[src/rtl/relm_custom_div_pkg.sv]
// Shared types and constants for the ReLM custom-datapath division sequencer.
// Word/opcode widths, FSM states, DIV opcode, loop count and x_out flag positions.
package relm_custom_div_pkg;

  localparam int WD  = 32;
  localparam int WOP = 5;

  localparam logic [2:0] OP_DIV = 3'b011;

  localparam int LOOP_ITER = 11;
  localparam int CNT_W     = $clog2(LOOP_ITER);
  localparam logic [CNT_W-1:0] CNT_LAST = CNT_W'(LOOP_ITER - 1);

  // Positions of the rsub/sub flags above the opcode field in x_out.
  localparam int FLAG_RSUB = WOP;
  localparam int FLAG_SUB  = WOP + 1;

  typedef enum logic [2:0] {
    IDLE,
    INIT,
    LOOP,
    FIX,
    DONE
  } state_t;

  function automatic logic [WD-1:0] neg_word(input logic [WD-1:0] v);
    return ~v + WD'(1);
  endfunction

  // Two's-complement magnitude; INT_MIN maps onto itself and is then read as unsigned.
  function automatic logic [WD-1:0] abs_mag(input logic [WD-1:0] v, input logic is_signed);
    return (is_signed && v[WD-1]) ? neg_word(v) : v;
  endfunction

endpackage

[src/rtl/relm_custom_div_fix.sv]
// Combinational sign and divide-by-zero fix-up that turns the unsigned loop
// results {A, B} into the architectural quotient and remainder.
module relm_custom_div_fix
  import relm_custom_div_pkg::*;
(
  input  logic [WD-1:0] a_val,
  input  logic [WD-1:0] b_val,
  input  logic [WD-1:0] n_raw,
  input  logic          is_signed,
  input  logic          n_neg,
  input  logic          d_neg,
  input  logic          div_zero,
  output logic [WD-1:0] q,
  output logic [WD-1:0] r
);

  always_comb begin
    q = a_val;
    r = b_val;
    if (div_zero) begin
      // Divide-by-zero returns all-ones and leaves the dividend untouched.
      q = '1;
      r = n_raw;
    end else if (is_signed) begin
      if (n_neg ^ d_neg) q = neg_word(a_val);
      if (n_neg)         r = neg_word(b_val);
    end
  end

endmodule

[src/rtl/relm_custom_div_seq.sv]
// Multi-cycle division sequencer: one DIV op, eleven OPB DIVLOOP ops on the
// external combinational datapath, then sign fix-up and a valid/ready response.
module relm_custom_div_seq
  import relm_custom_div_pkg::*;
(
  input  logic              clk,
  input  logic              rst_n,

  input  logic              req_valid,
  output logic              req_ready,
  input  logic              req_signed,
  input  logic [WD-1:0]     req_n,
  input  logic [WD-1:0]     req_d,

  output logic              rsp_valid,
  input  logic              rsp_ready,
  output logic [WD-1:0]     rsp_q,
  output logic [WD-1:0]     rsp_r,

  output logic [WOP-1:0]    op_out,
  output logic              opb_out,
  output logic [WD+WOP-1:0] x_out,
  output logic [WD-1:0]     a_out,
  output logic [WD-1:0]     xb_out,
  output logic [2*WD-1:0]   cb_out,
  input  logic [WD-1:0]     a_in,
  input  logic [2*WD-1:0]   cb_in
);

  state_t             state;
  state_t             state_nxt;
  logic [CNT_W-1:0]   cnt;
  logic [WD-1:0]      a_q;
  logic [2*WD-1:0]    cb_q;
  logic [WD-1:0]      xb_q;
  logic [WD-1:0]      n_raw;
  logic               is_signed;
  logic               n_neg;
  logic               d_neg;
  logic               div_zero;
  logic [WD-1:0]      rsp_q_q;
  logic [WD-1:0]      rsp_r_q;
  logic [WD-1:0]      fix_q;
  logic [WD-1:0]      fix_r;
  logic               accept;

  assign accept = req_valid && (state == IDLE);

  // NOTE: sequential state uses non-blocking assignments so every flop samples
  // pre-edge values regardless of process ordering.
  always_ff @(posedge clk or negedge rst_n) begin
    if (!rst_n) state <= IDLE;
    else        state <= state_nxt;
  end

  always_comb begin
    state_nxt = state;
    unique case (state)
      IDLE: if (req_valid) state_nxt = (req_d == '0) ? FIX : INIT;
      INIT: state_nxt = LOOP;
      LOOP: if (cnt == CNT_LAST) state_nxt = FIX;
      FIX:  state_nxt = DONE;
      DONE: if (rsp_ready) state_nxt = IDLE;
      default: state_nxt = IDLE;
    endcase
  end

  // NOTE: every output gets a default before the case so no state leaves one
  // unassigned and infers a latch.
  always_comb begin
    req_ready = 1'b0;
    rsp_valid = 1'b0;
    op_out    = '0;
    opb_out   = 1'b0;
    x_out     = '0;
    unique case (state)
      IDLE: req_ready = 1'b1;
      INIT: op_out = WOP'(OP_DIV);
      LOOP: begin
        op_out          = WOP'(OP_DIV);
        opb_out         = 1'b1;
        x_out[FLAG_SUB] = 1'b1;
      end
      DONE: rsp_valid = 1'b1;
      default: ;
    endcase
  end

  // NOTE: every datapath register is reset so that an aborted division leaves
  // no stale operand visible on the datapath ports.
  always_ff @(posedge clk or negedge rst_n) begin
    if (!rst_n) begin
      a_q       <= '0;
      cb_q      <= '0;
      xb_q      <= '0;
      cnt       <= '0;
      n_raw     <= '0;
      is_signed <= 1'b0;
      n_neg     <= 1'b0;
      d_neg     <= 1'b0;
      div_zero  <= 1'b0;
      rsp_q_q   <= '0;
      rsp_r_q   <= '0;
    end else begin
      unique case (state)
        IDLE: if (accept) begin
          a_q       <= abs_mag(req_n, req_signed);
          xb_q      <= abs_mag(req_d, req_signed);
          n_raw     <= req_n;
          is_signed <= req_signed;
          n_neg     <= req_signed & req_n[WD-1];
          d_neg     <= req_signed & req_d[WD-1];
          div_zero  <= (req_d == '0);
        end
        INIT: begin
          a_q  <= a_in;
          cb_q <= cb_in;
          cnt  <= '0;
        end
        LOOP: begin
          a_q  <= a_in;
          cb_q <= cb_in;
          cnt  <= cnt + CNT_W'(1);
        end
        FIX: begin
          rsp_q_q <= fix_q;
          rsp_r_q <= fix_r;
        end
        default: ;
      endcase
    end
  end

  relm_custom_div_fix u_fix (
    .a_val     (a_q),
    .b_val     (cb_q[WD-1:0]),
    .n_raw     (n_raw),
    .is_signed (is_signed),
    .n_neg     (n_neg),
    .d_neg     (d_neg),
    .div_zero  (div_zero),
    .q         (fix_q),
    .r         (fix_r)
  );

  assign a_out  = a_q;
  assign xb_out = xb_q;
  assign cb_out = cb_q;
  assign rsp_q  = rsp_q_q;
  assign rsp_r  = rsp_r_q;

endmodule
[config.mk]
export PLATFORM = sky130hd
export DESIGN_NAME = relm_custom_div_seq
export DESIGN_NICKNAME = d
export VERILOG_FILES = /design/src/rtl/relm_custom_div_pkg.sv /design/src/rtl/relm_custom_div_fix.sv /design/src/rtl/relm_custom_div_seq.sv
export SDC_FILE = /design/constraint.sdc
export NUM_CORES = 1
export LEC_CHECK = 0
export ABC_AREA = 1
export CORE_MARGIN = 3
export CORE_UTILIZATION = 35
export DETAILED_ROUTE_END_ITERATION = 16
export PLACE_DENSITY = 0.64
export SYNTH_ARGS = -nofsm -noshare
export SYNTH_HDL_FRONTEND = slang
export SYNTH_SLANG_ARGS = --single-unit
export TNS_END_PERCENT = 30
[constraint.sdc]
create_clock -name clk -period 5.72 [get_ports clk]
set_clock_uncertainty 0.2 [all_clocks]
set_input_delay 0.572 -clock clk [delete_from_list [all_inputs] [get_ports clk]]
set_output_delay 0.572 -clock clk [all_outputs]
set_load 0.01 [all_outputs]
==> run_results.csv <==
group,metric,value,unit
status,status,"completed",
global_route,grt_max_degree,120,
detailed_routing,drtPass1Iterations,6,
place,gp_congestion,0.922,
detailed_routing,viasPerCell,4.99,
pwr,p_switching,4620,uW
timing,finalHoldViolations,0,
clock_network,cts_buffers,29,
layout,layout.nets,2348,
global_route,antenna_found_initial,9,
layout,final_layout_size_suffix_gt1_share,4.46,%
layout,multi_input_area,6290,sq um
layout,regArea,5880,sq um
floorplan,dieWidth,201,microns
flow_run,maxCapViolCount,0,
min_path,hp-class,"reg -> reg",
timing,maxSlewHeadroom,37.9,%
timing,rsz0062_at_grt,"false",
global_route,grt_pass1_wl,76.2,mm
timing,min_period,3.98,ns
place,dp_hpwl,36.8,mm
critical_path,worstReg2RegStart,"state[1]",
pwr,p_seq_share,30.1,%
clock_network,cts_max_path_buffers,3,
detailed_routing,drc_errors,0,
timing,period_share,69.5,%
critical_path,crit_chain,"nor2_1 > inv_1 > nand3_2 > buf_4 > clkinv_2 > clkdlybuf4s50_1",
pwr,clockPowerShare,17.5,%
pwr,sw_frac_of_total,43.6,%
clock_network,root_buffer,"clkbuf_16",
pwr,p_per_area,583,nW/um^2
place,numPortBuffers,362,
critical_path,path_buf_inv,4,
timing,setup_viol,0,
floorplan,rows,70,
layout,area_growth,35.8,%
logic_synthesis,syn_area_per_cell,7.22,sq um
floorplan,die_area,40500,sq um
clock_network,cts_tree,"yes",
pwr,intPower,5970,uW
floorplan,die_height,201,microns
min_path,hp-start,"rsp_r[31]",
clock_network,clk_pin_slew_worst_paths,0.06,ns
timing,report.final.slew_viol_count,0,
timing,fin_setup_tns,0,ns
critical_path,cp-end-kind,"primary output",
critical_path,cp_slowest_cell,"buf_4",
logic_synthesis,synth_area,13400,sq um
logic_synthesis,ys_types,42,
global_route,grt_pass1_vias,13300,
floorplan,core_area,37100,sq um
logic_synthesis,yosys_warnings,0,
critical_path,crit_start,"state[1]",
clock_network,worstSkewPairLatency,0.55,ns
pwr,combinationalPowerShare,52.4,%
critical_path,worstPathRequired,4.95,ns
critical_path,path_delay_family,"buffers and inverters",
timing,hold_slack,0.277,ns
global_route,grt_usage,23.4,%
pwr,p_leak,0.00857,uW
detailed_routing,wl_per_cell,18.1,microns
floorplan,pin_count,402,
critical_path,startpoint_type,"flop",
logic_synthesis,ys_seq_area_share,44.0,%
critical_path,worstPathArrival,3.20,ns
critical_path,crit_type,"reg -> out",
timing,worst_pin_slew,0.932,ns
clock_network,cts_max_level,1,
global_route,grt-ovfl-total,0,
floorplan,initial_core_util,36.0,%
detailed_routing,drtIter0Drc,934,
pwr,p_total,10600,uW
pwr,vdd_drop_max,0.389,mV
detailed_routing,num_vias,13500,
clock_network,cts.sinks,235,
layout,fill_cells,3753,
critical_path,slowest_delay,0.66,ns
logic_synthesis,netlist_instances,1850,
detailed_routing,ant_nets,0,
logic_synthesis,ys_seq_elements,235,
detailed_routing,routed_wl,49.0,mm
timing,fmax,0.252,GHz
critical_path,crit_fanout,83,
==> logic make-up after synthesis <==
logic type / after synthesis / synth area share, %
xor gates and xnor gates: 32 / 2.10
AOI/OAI and AO/OA: 309 / 12.5
DFF: 235 / 44.0
buffers and inverters: 292 / 10.0
adders and majority gates: 6 / 0.562
other: 1 / 0.0281
and+or+nand+nor: 975 / 30.8
==> repair_timing <==
| item | 4_1_cts | 5_1_grt |
|---|---|---|
| hold buffers | 1 | 0 |
| setup endpoints to repair | 0 | 0 |
| setup buffers | 0 | 0 |
| endpoints found under the hold margin | 118 | 0 |
| gates resized for setup | 0 | 0 |
==> sequential cells by signal (all words and copies together), names as in the netlist <==
name       cells
a_out         32
cb_out        64
cnt            4
d_neg          1
div_zero       1
is_signed      1
n_neg          1
n_raw         32
rsp_q         32
rsp_r         32
state          3
xb_out        32
==> final timing paths <==
kind / depth (start not counted) / end / slack (ns)
min: 2 / rsp_r[31] / 0.28
max in group asynchronous: 3 / a_out[23] / 3.58
max reg2reg: 10 / a_out[7] / 2.33
min reg2reg: 2 / rsp_r[31] / 0.28
max: 6 / op_out[0] / 1.74
min in group asynchronous: 2 / cb_out[19] / 0.51
==> layer usage <==
layer | track usage (%) | share of wire, % | up-vias
met4 | 5.08 | 2.3 | 14
met1 | 30.8 | 43 | 6351
li1 | - | - | 6559
met5 | 0 | 0.22 | -
met3 | 5.65 | 7.6 | 78
met2 | 39.4 | 47 | 483
==> cells in the mapped netlist (all sizes together) <==
library cell  count  area (sq um)
a21oi            42           214
a31oi             9          56.3
and2              1          6.26
buf              87           567
clkbuf           25          93.8
conb              1          3.75
dfrtp           235          5880
ha                6          75.1
inv             180           678
nand2           592          2240
nand3           157           798
nand3b            3          22.5
nand4            28           175
nor2            168           721
nor3             15          75.1
nor4              1          6.26
o211ai           10          75.1
o21a              1          7.51
o21ai           221          1130
o21bai            6          45.0
o221ai            4          35.0
o22ai            14          87.6
o31ai             1          7.51
o32ai             1          8.76
or2              10          62.6
xnor2             3          26.3
xor2             29           254
==> placed cells by master (no fill, tap or decap), types with 4 or more instances in the layout <==
cell type	n
a21oi_1	41
a31oi_1	9
buf_4	6
clkbuf_1	7
clkbuf_16	29
clkbuf_8	4
clkdlybuf4s50_1	361
clkinv_2	6
conb_1	39
dfrtp_1	235
ha_1	6
inv_1	173
inv_2	5
nand2_1	586
nand3_1	155
nand4_1	28
nor2_1	153
nor2_2	8
nor2_4	5
nor3_1	15
o211ai_1	10
o21ai_0	195
o21ai_1	21
o21ai_2	4
o21bai_1	6
o221ai_1	4
o22ai_1	14
or2_2	9
xor2_1	29
==> area by class of cell <==
| class | instances | share of cell area [%] |
|---|---|---|
| repair buffers | 370 | 20.4 |
| clock inverters | 12 | 0.807 |
| multi-input cells | 1361 | 34.7 |
| inverters | 180 | 3.74 |
| diodes | 1 | 0.0138 |
| clock buffers | 40 | 4.45 |
| flip-flops and latches | 235 | 32.4 |
| well taps | 504 | 3.48 |
==> metrics by stage <==
stage / instance area, sq um / setup slack (ns) / util (%) / cells
CTS: 18100 / 1.70 / 48.9 / 2702
detailed placement: 17200 / 2.29 / 46.3 / 2649
global placement: 17200 / 2.29 / 46.3 / 2649
floorplan: 13500 / 3.62 / - / 1888
finish: 18100 / 1.74 / 48.9 / 2703
global route: 18100 / 1.44 / 48.9 / 2703
==> power groups by stage <==
stage	Clock (uW)	Sequential, uW	Combinational, uW
floorplan	0	3330	2930
global placement	0	3200	5500
CTS	1910	3190	5600
detailed placement	0	3200	5580
finish	1850	3190	5540
global route	1970	3300	6210
==> worst reg2reg max path, stage by stage, from the launching register on <==
cell and delay, ns:
dfrtp_1 0.40, nor2_1 0.11, inv_1 0.10, nand3_2 0.08, buf_4 0.66, clkinv_2 0.66
buf_4 0.54, a21oi_1 0.25, o21ai_0 0.10, o211ai_1 0.08, o21ai_0 0.10
Note: power is estimated with default switching activity, not from simulation.
==> edit 1: new RTL, same settings <==
`WOP`: 5 -> 10.
--- a/src/rtl/relm_custom_div_pkg.sv
+++ b/src/rtl/relm_custom_div_pkg.sv
@@ -5,3 +5,3 @@
   localparam int WD  = 32;
-  localparam int WOP = 5;
+  localparam int WOP = 10;
 
Interface: changed (resized op_out and x_out); port bits go from 402 to 412. No check against the original RTL was run, so the function may have changed too.
==> edit 1 against the unedited design <==
Synthesized area increased by 0.56%. Wire length increased by 0.82%. Utilization decreased by 0.45 points. Synthesized cell count increased by 0.54%. Setup slack improved by 0.99 ns. Power increased by 1.6%. Design area increased by 0.73%. Largest cell class unchanged. Sequential power about the same. Sequential cell count unchanged.
==> edit 1: results <==
metrics = {
    "routing": {
        "firstDrtPassIters": 6,
        "vias": 13600,
        "wl_per_cell_um": 18.2,
        "detail_route.iter0.violations": 842,
    },
    "layout": {
        "final_nets": 2360,
        "final_cells": 2723,
        "nFillCells": 3777,
        "multi_input_area_sq_um": 6330,
        "layout-drive-gt1-share": 0.0466,
    },
    "setup_path": {
        "worst_ep_arrival_time_ns": 2.22,
        "cpPeakStageDelay_ns": 0.61,
        "slowest_stage": "clkdlybuf4s50_1",
        "cp_max_fo": 31,
    },
    "placed_design": {
        "place_ws_ns": 2.39,
        "hpwl_mm": 37.2,
        "gp_congestion": 0.924,
        "placed_area_sq_um": 17200,
    },
    "cts": {
        "clk_latency_ns": 0.57,
        "clk_path_buf_depth": 3,
        "cts_root_buf": "clkbuf_16",
    },
    "global_route": {
        "grt_max_degree": 91,
        "antenna_found_initial": 6,
        "grt_pass1_vias": 13400,
        "grt_pass1_wl_mm": 77.4,
        "track_usage": 0.237,
    },
    "synth": {
        "synth_area_leaders": "dfrtp_1, nand2_1, o21ai_0",
        "synth.distinct_cells": 42,
        "synth-seq-area-share": 0.438,
        "ys_async_sr_fraction": 1.00,
        "synth_fa_ha_area_frac": 0.00559,
        "synth_compound_area_frac": 0.124,
        "synth-xor-area-share": 0.0209,
        "netlist_instances": 1860,
    },
    "sta": {
        "tightest_slew_ns": 0.895,
    },
    "power": {
        "ir_drop_mv": 0.349,
        "leakage_nw": 8.65,
    },
    "status": {
        "outcome": "complete, no violations",
    },
    "job": {
        "drv_cap": 0,
    },
}
[edit 1: changes by cell type in the layout (fill, tap and decap cells not counted)]
cell       change
conb_1        +10
buf_4          +3
clkbuf_8       +3
bufinv_16      +2
clkbuf_1       -2
clkinv_2       -2
buf_12         -1
[edit 1: timing repair]
action | CTS | global route
endpoints found under the setup margin | 0 | 0
hold endpoints to repair | 87 | 0
hold buffers | 1 | 0
[edit 1: area by class of cell]
| class | instances | area share |
|---|---|---|
| Antenna cell | 1 | 0.000137 |
| Sequential cell | 235 | 0.322 |
| Clock buffer | 41 | 0.0460 |
| Timing Repair Buffer | 372 | 0.203 |
| Multi-Input combinational cell | 1371 | 0.346 |
| Tap cell | 511 | 0.0350 |
| Clock inverter | 12 | 0.0107 |
| Inverter | 180 | 0.0372 |
[edit 1: layer usage]
layer  vias to the layer above  GRT usage  share of wire
met1                      6421      0.311           0.43
met3                        92     0.0551          0.073
met4                        12     0.0613          0.031
li1                       6570          -              -
met5                         -          0         0.0012
met2                       480      0.394           0.47
[edit 1: path summary, 6_finish.rpt]
path,from,end,slack [ns],cells after the start
worst min-delay path,cb_out[47],cb_out[47],0.27,2
worst min register to register,cb_out[47],cb_out[47],0.27,2
worst max-delay path,state[1],op_out[0],2.73,5
min in group asynchronous,rst_n,cb_out[20],0.40,2
max in group asynchronous,rst_n,xb_out[9],3.68,3
worst max register to register,state[1],a_out[14],2.97,10
[edit 1: power breakdown]
group	switching, mW	total [mW]	internal, mW	leakage [nW]
clock network	0.759	2.00	1.24	0.501
logic	3.21	5.55	2.34	5.29
registers	0.694	3.20	2.51	2.85
[edit 1: critical path, delay by kind of cell (launching register included)]
| kind | cells | cell delay [ns] |
|---|---|---|
| and+or+nand+nor | 2 | 0.20 |
| buffers and inverters | 3 | 1.05 |
| DFF | 1 | 0.40 |
==> edit 2: new RTL, same settings <==
Made on the original files. Reset style: synchronous (`rst_n`), changed in 2 clocked blocks.
--- a/src/rtl/relm_custom_div_seq.sv
+++ b/src/rtl/relm_custom_div_seq.sv
@@ -50,3 +50,3 @@
   // pre-edge values regardless of process ordering.
-  always_ff @(posedge clk or negedge rst_n) begin
+  always_ff @(posedge clk) begin
     if (!rst_n) state <= IDLE;
@@ -90,3 +90,3 @@
   // no stale operand visible on the datapath ports.
-  always_ff @(posedge clk or negedge rst_n) begin
+  always_ff @(posedge clk) begin
     if (!rst_n) begin
Check against the original RTL: differs if rst_n is asserted again (counterexample within 4 cycles, from zero or initial values and one cycle with rst_n low); with rst_n held inactive, the same outputs for 4 cycles.
==> edit 2 against the unedited design <==
Maximum frequency rose by 16%. Design area down 5.0%. Sequential cell count is the same. Setup slack better by 0.54 ns. Synthesized area down 5.0%. Global-route usage shrank 0.61 points. Power decreased by 24%. Synthesized cell count rose by 4.7%. Highest routed layer unchanged. Critical path depth fell by 2. Combinational power decreased by 32%. Wire length down 4.8%.
==> edit 2: results <==
metrics = {
    "status": {
        "outcome": "complete, no violations",
    },
    "worst_hold_path": {
        "hp-start": "n_raw[29]",
    },
    "placed_design": {
        "placed_area_sq_um": 16300,
        "place_ws_ns": 2.43,
        "hpwl_mm": 35.2,
        "dpl.cell_count": 2670,
    },
    "sta": {
        "tightest_slew_ns": 1.02,
    },
    "global_route": {
        "grt_util_met2": 0.395,
        "grt_pass1_vias": 13100,
        "track_usage": 0.228,
        "antenna_found_initial": 14,
        "grt_max_degree": 94,
        "grt_pass1_wl_mm": 71.0,
        "use_met1": 0.285,
    },
    "routing": {
        "vias": 13800,
        "wl_met2_mm": 22.5,
        "firstDrtPassIters": 5,
        "wl_met1_mm": 19.6,
        "met3_wirelength_mm": 3.30,
        "detail_route.iter0.violations": 804,
        "routed_wl_mm": 46.7,
        "wl_per_cell_um": 17.1,
    },
    "power": {
        "combinationalPowerShare": 0.467,
        "seq_cell_power_mw": 2.56,
        "power_density_nw_per_um2": 469,
        "leakage_nw": 7.24,
        "switching_power_mw": 3.38,
        "switching_share": 0.417,
        "ir_drop_mv": 0.316,
    },
    "setup_path": {
        "cpPeakStageDelay_ns": 0.68,
        "reg2reg_depth": 11,
        "cp_top_family": "simple AND/OR/NAND/NOR gates",
        "r2r-start": "state[0]",
        "slowest_stage": "nand3_4",
        "worst_ep_arrival_time_ns": 2.67,
    },
    "synth": {
        "netlist_instances": 1937,
        "synth.distinct_cells": 44,
        "synth_compound_area_frac": 0.199,
        "synth_commonest_cells": "nand2_1, nor2_1, dfxtp_1",
        "synth-seq-area-share": 0.371,
    },
    "floorplanning": {
        "start_util": 0.356,
    },
    "layout": {
        "nFillCells": 3640,
        "layout-drive-gt1-share": 0.0363,
        "final_nets": 2410,
    },
}
## edit 2: changes by cell type in the layout (fill, tap and decap cells not counted), moves of 21 or more
cell | before | now
a21oi_1 | 41 | 203
dfrtp_1 | 235 | 0
dfxtp_1 | 0 | 235
inv_1 | 173 | 194
nand2_1 | 586 | 385
nor2_1 | 153 | 257
## edit 2: final timing paths
check | slack [ns] | end
max | 2.28 | op_out[0]
min | 0.25 | n_raw[29]
max reg2reg | 2.71 | rsp_q[16]
min reg2reg | 0.25 | n_raw[29]
## edit 2: cell type report
type	count	share of cell area
multi-input cells	1398	0.383
flip-flops and latches	235	0.273
repair buffers	370	0.213
clock buffers	39	0.0448
inverters	206	0.0448
well taps	461	0.0334
clock inverters	12	0.00668
diodes	8	0.00116
## edit 2: worst reg2reg max path, delay by kind of cell (launching register included)
family	cells	cell delay [ns]
buffers and inverters	5	1.51
AO/OA/AOI/OAI	3	0.34
AND/OR/NAND/NOR	3	0.46
flip-flops	1	0.39
